$ cat src/rtl/pipelined_shifter_if.sv
// pipelined_shifter_if: shifter request/result handshake bundle; master drives flush, in_* and out_ready, slave drives in_ready and out_*
interface pipelined_shifter_if #(
  parameter int WIDTH = 32,
  parameter int AMTW = 8,
  parameter int TAGW = 4
);
  logic flush;
  logic in_valid;
  logic in_ready;
  logic [WIDTH-1:0] in_a;
  logic [AMTW-1:0] in_amt;
  logic [2:0] in_op;
  logic in_c;
  logic [TAGW-1:0] in_tag;
  logic out_valid;
  logic out_ready;
  logic [WIDTH-1:0] out_y;
  logic out_c;
  logic [TAGW-1:0] out_tag;
  modport master (
    output flush, in_valid, in_a, in_amt, in_op, in_c, in_tag, out_ready,
    input in_ready, out_valid, out_y, out_c, out_tag
  );
  modport slave (
    input flush, in_valid, in_a, in_amt, in_op, in_c, in_tag, out_ready,
    output in_ready, out_valid, out_y, out_c, out_tag
  );
endinterface

$ cat src/rtl/pipelined_shifter.sv
// pipelined_shifter: PIPE-stage LSL/LSR/ASR/ROR/RRX unit with carry-out; ports clk, reset (sync, active-high), bus (slave: in_* request, out_* result, flush)
module pipelined_shifter #(
  parameter int WIDTH = 32,
  parameter int AMTW = 8,
  parameter int PIPE = 2,
  parameter int TAGW = 4
) (
  input logic clk,
  input logic reset,
  pipelined_shifter_if.slave bus
);
  localparam int LW = $clog2(WIDTH);
  localparam logic [WIDTH-1:0] ONES = '1;
  typedef logic [LW-1:0] lw_t;
  typedef struct packed {
    logic [WIDTH-1:0] f;
    logic cin;
    logic s;
    logic [2:0] op;
    logic nz;
    logic lt;
    logic eq;
    logic [LW-3:0] hi;
    lw_t nl;
    logic [TAGW-1:0] tag;
  } s1_t;
  function automatic logic [WIDTH-1:0] ror(logic [WIDTH-1:0] x, lw_t k);
    return WIDTH'({x, x} >> k);
  endfunction
  function automatic s1_t front(logic [WIDTH-1:0] a, logic [AMTW-1:0] n, logic [2:0] op, logic c, logic [TAGW-1:0] tag);
    lw_t nl, ra;
    nl = n[LW-1:0];
    ra = op == 3'd4 ? lw_t'(1) : op > 3'd4 ? '0 : op == 3'd0 ? -nl : nl;
    return '{f: ror(a, lw_t'(ra[1:0])), cin: c, s: a[WIDTH-1], op: op, nz: n == '0,
             lt: n < AMTW'(WIDTH), eq: n == AMTW'(WIDTH), hi: ra[LW-1:2], nl: nl, tag: tag};
  endfunction
  function automatic logic [WIDTH:0] back(s1_t s);
    logic [WIDTH-1:0] r, ml, mr, sx;
    r = ror(s.f, {s.hi, 2'b00});
    ml = ONES << s.nl;
    mr = ONES >> s.nl;
    sx = {WIDTH{s.s}};
    return (s.op > 3'd4 || (s.nz && s.op != 3'd4)) ? {r, s.cin} :
           s.op == 3'd4 ? {s.cin, r[WIDTH-2:0], r[WIDTH-1]} :
           s.op == 3'd3 ? {r, r[WIDTH-1]} :
           s.op == 3'd0 ? (s.lt ? {r & ml, r[0]} : {{WIDTH{1'b0}}, s.eq & r[0]}) :
           s.op == 3'd1 ? (s.lt ? {r & mr, r[WIDTH-1]} : {{WIDTH{1'b0}}, s.eq & r[WIDTH-1]}) :
           s.lt ? {(r & mr) | (sx & ~mr), r[WIDTH-1]} : {sx, s.s};
  endfunction
  logic out_v;
  logic [WIDTH-1:0] y_q;
  logic c_q;
  logic [TAGW-1:0] tag_q;
  logic adv_out;
  logic acc;
  assign adv_out = out_v & bus.out_ready;
  assign acc = bus.in_valid & bus.in_ready;
  assign bus.out_valid = out_v;
  assign bus.out_y = y_q;
  assign bus.out_c = c_q;
  assign bus.out_tag = tag_q;
  if (PIPE == 2) begin : g_two
    s1_t s1;
    logic v1;
    logic adv1;
    logic [WIDTH:0] yc;
    assign adv1 = v1 & (~out_v | adv_out);
    assign bus.in_ready = ~bus.flush & (~v1 | adv1);
    assign yc = back(s1);
    always_ff @(posedge clk) begin
      if (reset) begin
        s1 <= '0;
        v1 <= 1'b0;
        out_v <= 1'b0;
        y_q <= '0;
        c_q <= 1'b0;
        tag_q <= '0;
      end else if (bus.flush) begin
        v1 <= 1'b0;
        out_v <= 1'b0;
      end else begin
        if (acc) s1 <= front(bus.in_a, bus.in_amt, bus.in_op, bus.in_c, bus.in_tag);
        v1 <= acc | (v1 & ~adv1);
        if (adv1) {y_q, c_q, tag_q} <= {yc, s1.tag};
        out_v <= adv1 | (out_v & ~adv_out);
      end
    end
  end else begin : g_one
    logic [WIDTH:0] yc;
    assign bus.in_ready = ~bus.flush & (~out_v | adv_out);
    assign yc = back(front(bus.in_a, bus.in_amt, bus.in_op, bus.in_c, bus.in_tag));
    always_ff @(posedge clk) begin
      if (reset) begin
        out_v <= 1'b0;
        y_q <= '0;
        c_q <= 1'b0;
        tag_q <= '0;
      end else if (bus.flush) begin
        out_v <= 1'b0;
      end else begin
        if (acc) {y_q, c_q, tag_q} <= {yc, bus.in_tag};
        out_v <= acc | (out_v & ~adv_out);
      end
    end
  end
endmodule

$ cat src/flat_wrapper.sv
// flat-port wrapper written by rule: the top's interface ports become plain ports
module pipelined_shifter_flat 
#(
  parameter int WIDTH = 32,
  parameter int AMTW = 8,
  parameter int PIPE = 2,
  parameter int TAGW = 4
)
  (clk, reset, bus_flush, bus_in_valid, bus_in_a, bus_in_amt, bus_in_op, bus_in_c, bus_in_tag, bus_out_ready, bus_in_ready, bus_out_valid, bus_out_y, bus_out_c, bus_out_tag);
  pipelined_shifter_if #(.WIDTH(WIDTH), .AMTW(AMTW), .TAGW(TAGW)) bus_i ();
  input logic clk;
  input logic reset;
  input wire logic [$bits(bus_i.flush)-1:0] bus_flush;
  input wire logic [$bits(bus_i.in_valid)-1:0] bus_in_valid;
  input wire logic [$bits(bus_i.in_a)-1:0] bus_in_a;
  input wire logic [$bits(bus_i.in_amt)-1:0] bus_in_amt;
  input wire logic [$bits(bus_i.in_op)-1:0] bus_in_op;
  input wire logic [$bits(bus_i.in_c)-1:0] bus_in_c;
  input wire logic [$bits(bus_i.in_tag)-1:0] bus_in_tag;
  input wire logic [$bits(bus_i.out_ready)-1:0] bus_out_ready;
  output wire logic [$bits(bus_i.in_ready)-1:0] bus_in_ready;
  output wire logic [$bits(bus_i.out_valid)-1:0] bus_out_valid;
  output wire logic [$bits(bus_i.out_y)-1:0] bus_out_y;
  output wire logic [$bits(bus_i.out_c)-1:0] bus_out_c;
  output wire logic [$bits(bus_i.out_tag)-1:0] bus_out_tag;
  assign bus_i.flush = bus_flush;
  assign bus_i.in_valid = bus_in_valid;
  assign bus_i.in_a = bus_in_a;
  assign bus_i.in_amt = bus_in_amt;
  assign bus_i.in_op = bus_in_op;
  assign bus_i.in_c = bus_in_c;
  assign bus_i.in_tag = bus_in_tag;
  assign bus_i.out_ready = bus_out_ready;
  assign bus_in_ready = bus_i.in_ready;
  assign bus_out_valid = bus_i.out_valid;
  assign bus_out_y = bus_i.out_y;
  assign bus_out_c = bus_i.out_c;
  assign bus_out_tag = bus_i.out_tag;
  pipelined_shifter #(.WIDTH(WIDTH), .AMTW(AMTW), .PIPE(PIPE), .TAGW(TAGW)) u_core (.clk(clk), .reset(reset), .bus(bus_i));
endmodule
$ cat config.mk
export PLATFORM = sky130hd
export DESIGN_NAME = pipelined_shifter_flat
export DESIGN_NICKNAME = d
export VERILOG_FILES = /design/src/rtl/pipelined_shifter_if.sv /design/src/rtl/pipelined_shifter.sv /design/src/flat_wrapper.sv
export SDC_FILE = /design/constraint.sdc
export NUM_CORES = 1
export LEC_CHECK = 0
export CORE_UTILIZATION = 41
export CTS_CLUSTER_SIZE = 24
export DETAILED_ROUTE_END_ITERATION = 8
export PLACE_DENSITY = 0.61
export SYNTH_ARGS = -nofsm -noshare
export SYNTH_HDL_FRONTEND = slang
export SYNTH_SLANG_ARGS = --single-unit
$ cat constraint.sdc
create_clock -name clk -period 5.9 [get_ports clk]
set_clock_uncertainty 0.2 [all_clocks]
set_input_delay 0.59 -clock clk [delete_from_list [all_inputs] [get_ports clk]]
set_output_delay 0.59 -clock clk [all_outputs]
set_load 0.01 [all_outputs]
==> reports/qor.csv, run 1 <==
metric;value;unit
number of I/O port buffers;91;
Slew Limit Fails;0;
Post-synth ARST share;0;
pin count of the biggest net entering global routing;57;
H-tree Lvls;3;
CTS Buf Count;9;
drt first-iter violations;598;
first-pass GRT wire length;27000;µm
maximum VDD drop;0.000139;V
FF-to-FF path depth;5;
WHS Path Cells;2;
reg2reg setup slack;2.98;ns
initial core utilization;0.419;
CP Capture Type;register;
row count;44;
Worst-Margin Slew;1.14;ns
Routed WL per cell;19.6;µm
unrepaired setup endpoints after global routing;no;
layout cells sized above 1;0.168;
maxcap violations;0;
post-CTS sizing;0;
EDFF count, synth;0;
Worst-path clk slew;0.07;ns
area grow syn2layout;19.3;%
worst path required time;5.98;ns
core area;14500;µm²
# Post-CTS Setup Buffers;0;
vias in the first global route;5000;
cts hold-fix bufs;0;
placed cells;870;
final hold violations;0;
GR Overflow Total;0;
Final GP Congestion;0.875;
WS Path Type;primary input to register;
endpoints failing setup;0;
most frequent cell after synthesis;dfxtp_1;
Clock Latency Late Sink;0.35;ns
minimum clock period;3.35;ns
CP arrival;3.43;ns
LEAKAGE;0.00228;µW
post-synth top area share;0.300;
ANT cells;0;
I/O pin total;92;
clock root buffer master;clkbuf_16;
Final Non-Filler Cells;886;
final net count;751;
CP Launch Type;primary input;
CTS tree;built;
Clock Tree Buf Depth;2;
final HPWL from detailed placement;12700;µm
DRC;0;
Pwr Density;217;nW/µm²
clk sinks;91;
Rel. slew slack;0.241;
Die Span Y;124;µm
largest cells by area after synthesis;dfxtp_1 30%, mux4_2 15%, mux2_2 7.4%;
period utilisation layout;0.567;
min-delay worst type;register to register;
cell taking the most area after synthesis;dfxtp_1;
Syn Area/Cell;9.17;µm²
Post-DRT Antenna Nets;0;
Synthesis Warnings;0;
Vias per Instance;6.29;
Mapped Cells;661;
initial antenna violation count;0;
Seq cells post-synth;91;
Synth cell types;53;
prevailing post-synth register cell;dfxtp_1;
Seq/Total Area, Yosys;0.300;
outcome;complete, no violations;
max frequency;299;MHz
setup TNS;0;ns
DIE AREA;15300;µm²
final wirelength;17400;µm
drt pass-1 iters;9;
Via Count;5575;
Die W;124;µm
Post-Syn Nets;715;
synthesized cell area;6060;µm²
Synth top cells by count;91 x dfxtp_1, 79 x nor2_1, 59 x nand2_1, 45 x clkbuf_1;
gr usage total;0.232;
crit-path max FO;32;
-- cells in the final DEF (no fill, tap or decap), types with 9 or more instances in the layout --
cell type	n
mux2i_1	20
mux4_2	40
clkbuf_16	9
a211oi_1	22
o21ai_0	23
nand2_1	59
nor2_1	79
dfxtp_1	88
nor3_1	36
a21oi_1	36
clkdlybuf4s50_1	90
a222oi_1	32
mux2_2	40
a221oi_1	21
nor2b_1	9
-- metrics by stage --
step           worst slack [ns]  hold WS [ns]  total power, µW  cell area [µm²]   util
6_report                   2.55         0.255             1570             7230  0.500
2_1_floorplan              3.54         0.232              889             6060      -
3_3_place_gp               2.36         0.237              990             6930  0.479
3_5_place_dp               2.26         0.248              996             6930  0.479
5_1_grt                    2.36         0.288             1640             7230  0.500
4_1_cts                    2.63         0.259             1580             7230  0.500
-- area by class of cell --
| class | instances | area, µm² |
|---|---|---|
| fillers | 1393 | 7240 |
| multi-input cells | 495 | 3920 |
| flip-flops and latches | 91 | 1830 |
| repair buffers | 95 | 936 |
| well taps | 184 | 230 |
| clock buffers | 9 | 225 |
| clock inverters | 7 | 76.3 |
| inverters | 5 | 18.8 |
-- critical path: stages --
cell             delay (ns)
clkdlybuf4s50_1        0.57
inv_1                  0.07
ha_1                   0.27
or3b_2                 0.43
a21oi_1                0.19
and2_1                 0.91
a222oi_1               0.23
nor2_1                 0.15
-- per-layer routing --
| layer | share of wire | wire length [µm] | GRT usage |
|---|---|---|---|
| met5 | 0 | 0 | 0 |
| met4 | 0.021 | 370 | 0.0919 |
| met3 | 0.053 | 919 | 0.0266 |
| met2 | 0.47 | 8110 | 0.364 |
| met1 | 0.46 | 7970 | 0.325 |
-- sequential cells by signal, indices dropped and copies added (netlist names) --
signal and count:
u_core.g_two.v1 1, u_core.bus.out_valid 1, u_core.g_two.s1 52, u_core.bus.out_tag 4, u_core.bus.out_c 1, u_core.bus.out_y 32
-- path summary, 6_finish.rpt --
kind	start	endpoint
min	u_core.g_two.s1[3]	u_core.bus.out_tag[3]
max reg2reg	u_core.g_two.s1[13]	u_core.bus.out_y[8]
max	bus_in_amt[0]	u_core.g_two.s1[51]
min reg2reg	u_core.g_two.s1[3]	u_core.bus.out_tag[3]
-- cells by family (layout without fill, tap and decap cells) --
family / count (synthesis) / in the layout / share of synthesized area
buffers and inverters: 75 / 116 / 0.0574
multiplexers: 101 / 101 / 0.258
flip-flops: 91 / 91 / 0.300
adder cells (fa/ha/maj): 1 / 1 / 0.00206
AND/OR/NAND/NOR: 214 / 214 / 0.159
AO/OA/AOI/OAI: 176 / 176 / 0.219
XOR/XNOR: 3 / 3 / 0.00433
-- report_power, final --
part / internal [µW] / switching [µW]
Clock: 331 / 253
Sequential: 641 / 51.5
Combinational: 153 / 140
Total: 1120 / 445
Note: power is estimated with default switching activity, not from simulation.
==> inputs of run 2 (changes only) <==
clock period = 3.25 ns   (was 5.9 ns; I/O delays follow)
==> reports/qor.csv, run 2 (synthesis results as in run 1) <==
metric;value;unit;change
initial antenna violation count;0;;unchanged
Clock Tree Buf Depth;2;;unchanged
FF-to-FF path depth;6;;was 5
Pwr Density;392;nW/µm²;was 217 nW/µm²
CP arrival;2.62;ns;was 3.43 ns
commonest non-fill, non-tap cells in the layout;90 x clkdlybuf4s50_1, 88 x dfxtp_1, 79 x nor2_1;;unchanged
core area;14500;µm²;unchanged
final net count;767;;was 751
number of I/O port buffers;91;;unchanged
WHS Path Cells;2;;unchanged
CP Capture Type;register;;unchanged
hold_sp;u_core.g_two.s1[3];;unchanged
min-delay worst type;register to register;;unchanged
LEAKAGE;0.00238;µW;was 0.00228 µW
outcome;complete, no violations;;unchanged
Final GP Congestion;0.892;;was 0.875
H-tree Lvls;3;;unchanged
setup TNS;0;ns;unchanged
gr usage total;0.243;;was 0.232
worst hold endpoint;u_core.bus.out_tag[3];;unchanged
Vias per Instance;6.28;;was 6.29
layout cells sized above 1;0.187;;was 0.168
Worst-Margin Slew;0.809;ns;was 1.14 ns
WS Path Type;register to register;;was primary input to register
CP Launch Type;register;;was primary input
CTS Buf Count;9;;unchanged
drt first-iter violations;632;;was 598
final wirelength;18000;µm;was 17400 µm
max frequency;383;MHz;
fin area;7400;µm²;was 7230 µm²
DIE AREA;15300;µm²;unchanged
Biggest register;u_core.g_two.s1;;unchanged
Worst-path clk slew;0.07;ns;about the same
cts hold-fix bufs;0;;unchanged
drt pass-1 iters;8;;was 9
DRC;0;;unchanged
max FFs per register;52;;unchanged
Via Count;5662;;was 5575
row count;44;;unchanged
Slew Limit Fails;0;;unchanged
Final WS setup;0.641;ns;was 2.55 ns
unrepaired setup endpoints after global routing;no;;unchanged
commonest non-fill, non-tap cell in the layout;clkdlybuf4s50_1;;unchanged
final HPWL from detailed placement;13100;µm;was 12700 µm
worst path required time;3.26;ns;was 5.98 ns
final hold violations;0;;unchanged
clock root buffer master;clkbuf_16;;unchanged
Routed WL per cell;19.9;µm;was 19.6 µm
FF-to-FF Start;u_core.g_two.s1[9];;was u_core.g_two.s1[13]
reg2reg setup slack;0.64;ns;was 2.98 ns
initial core utilization;0.419;;unchanged
clk sinks;91;;unchanged
period utilisation layout;0.803;;
crit-path max FO;27;;was 32
# Post-CTS Setup Buffers;0;;unchanged
minimum clock period;2.61;ns;
vias in the first global route;5179;;was 5000
endpoints failing setup;0;;unchanged
pre-CTS WS;0.392;ns;was 2.26 ns
FF-to-FF End;u_core.bus.out_y[30];;was u_core.bus.out_y[8]
Die W;124;µm;unchanged
CTS tree;built;;unchanged
Die Span Y;124;µm;unchanged
area grow syn2layout;22.0;%;was 19.3%
maxcap violations;0;;unchanged
first-pass GRT wire length;28400;µm;was 27000 µm
Post-DRT Antenna Nets;0;;unchanged
Clock Latency Late Sink;0.36;ns;was 0.35 ns
pin count of the biggest net entering global routing;50;;was 57
maximum VDD drop;0.000263;V;was 0.000139 V
Placed Area;7090;µm²;was 6930 µm²
Rel. slew slack;0.461;;was 0.241
post-CTS sizing;0;;unchanged
I/O pin total;92;;unchanged
ANT cells;0;;unchanged
GR Overflow Total;0;;unchanged
==> run 2: worst max-delay path by stage <==
stage                  startpoint                   end  slack (ns)  cells past startpoint
2_1_floorplan       bus_in_amt[0]   u_core.g_two.s1[36]        1.15                      8
3_3_place_gp        bus_in_amt[0]   u_core.g_two.s1[37]        0.44                      9
3_5_place_dp        bus_in_amt[0]   u_core.g_two.s1[37]        0.39                      9
4_1_cts        u_core.g_two.s1[9]   u_core.bus.out_y[3]        0.62                      5
5_1_grt        u_core.g_two.s1[9]  u_core.bus.out_y[30]        0.43                      6
6_report       u_core.g_two.s1[9]  u_core.bus.out_y[30]        0.64                      6
==> run 2: final cells by class <==
cell class	instances	area, µm²
multi-input combinational	495	3920
timing repair buffer	111	1090
inverter	5	18.8
tap	184	230
clock inverter	6	68.8
fill	1387	7080
sequential	91	1830
clock buffer	10	239
==> run 2: per-stage QoR <==
step	power [µW]	utilization	hold WS (ns)	cells
3_5_place_dp	1830	0.490	0.252	886
4_1_cts	2920	0.511	0.264	902
5_1_grt	3030	0.511	0.289	902
2_1_floorplan	1610	-	0.204	661
3_3_place_gp	1820	0.490	0.241	886
6_report	2900	0.511	0.262	902
==> run 2: critical path, stage by stage (launching register included) <==
cell and delay (ns):
dfxtp_2 0.86, buf_4 0.33, mux4_2 0.33, mux2i_1 0.31, a221oi_1 0.09, a211oi_1 0.25, nor3_1 0.08
==> run 2: power by group <==
group / internal, µW / switching, µW / total, µW
Clock: 624 / 466 / 1090
Combinational: 291 / 272 / 563
Sequential: 1160 / 82.9 / 1250
==> run 2: routing by layer <==
| metal | global-route usage | vias up | wire length [µm] |
|---|---|---|---|
| met5 | 0 | - | 0 |
| met4 | 0.0821 | 0 | 316 |
| met3 | 0.0417 | 18 | 933 |
| met2 | 0.384 | 171 | 8570 |
| met1 | 0.334 | 2792 | 8160 |
| li1 | - | 2681 | - |
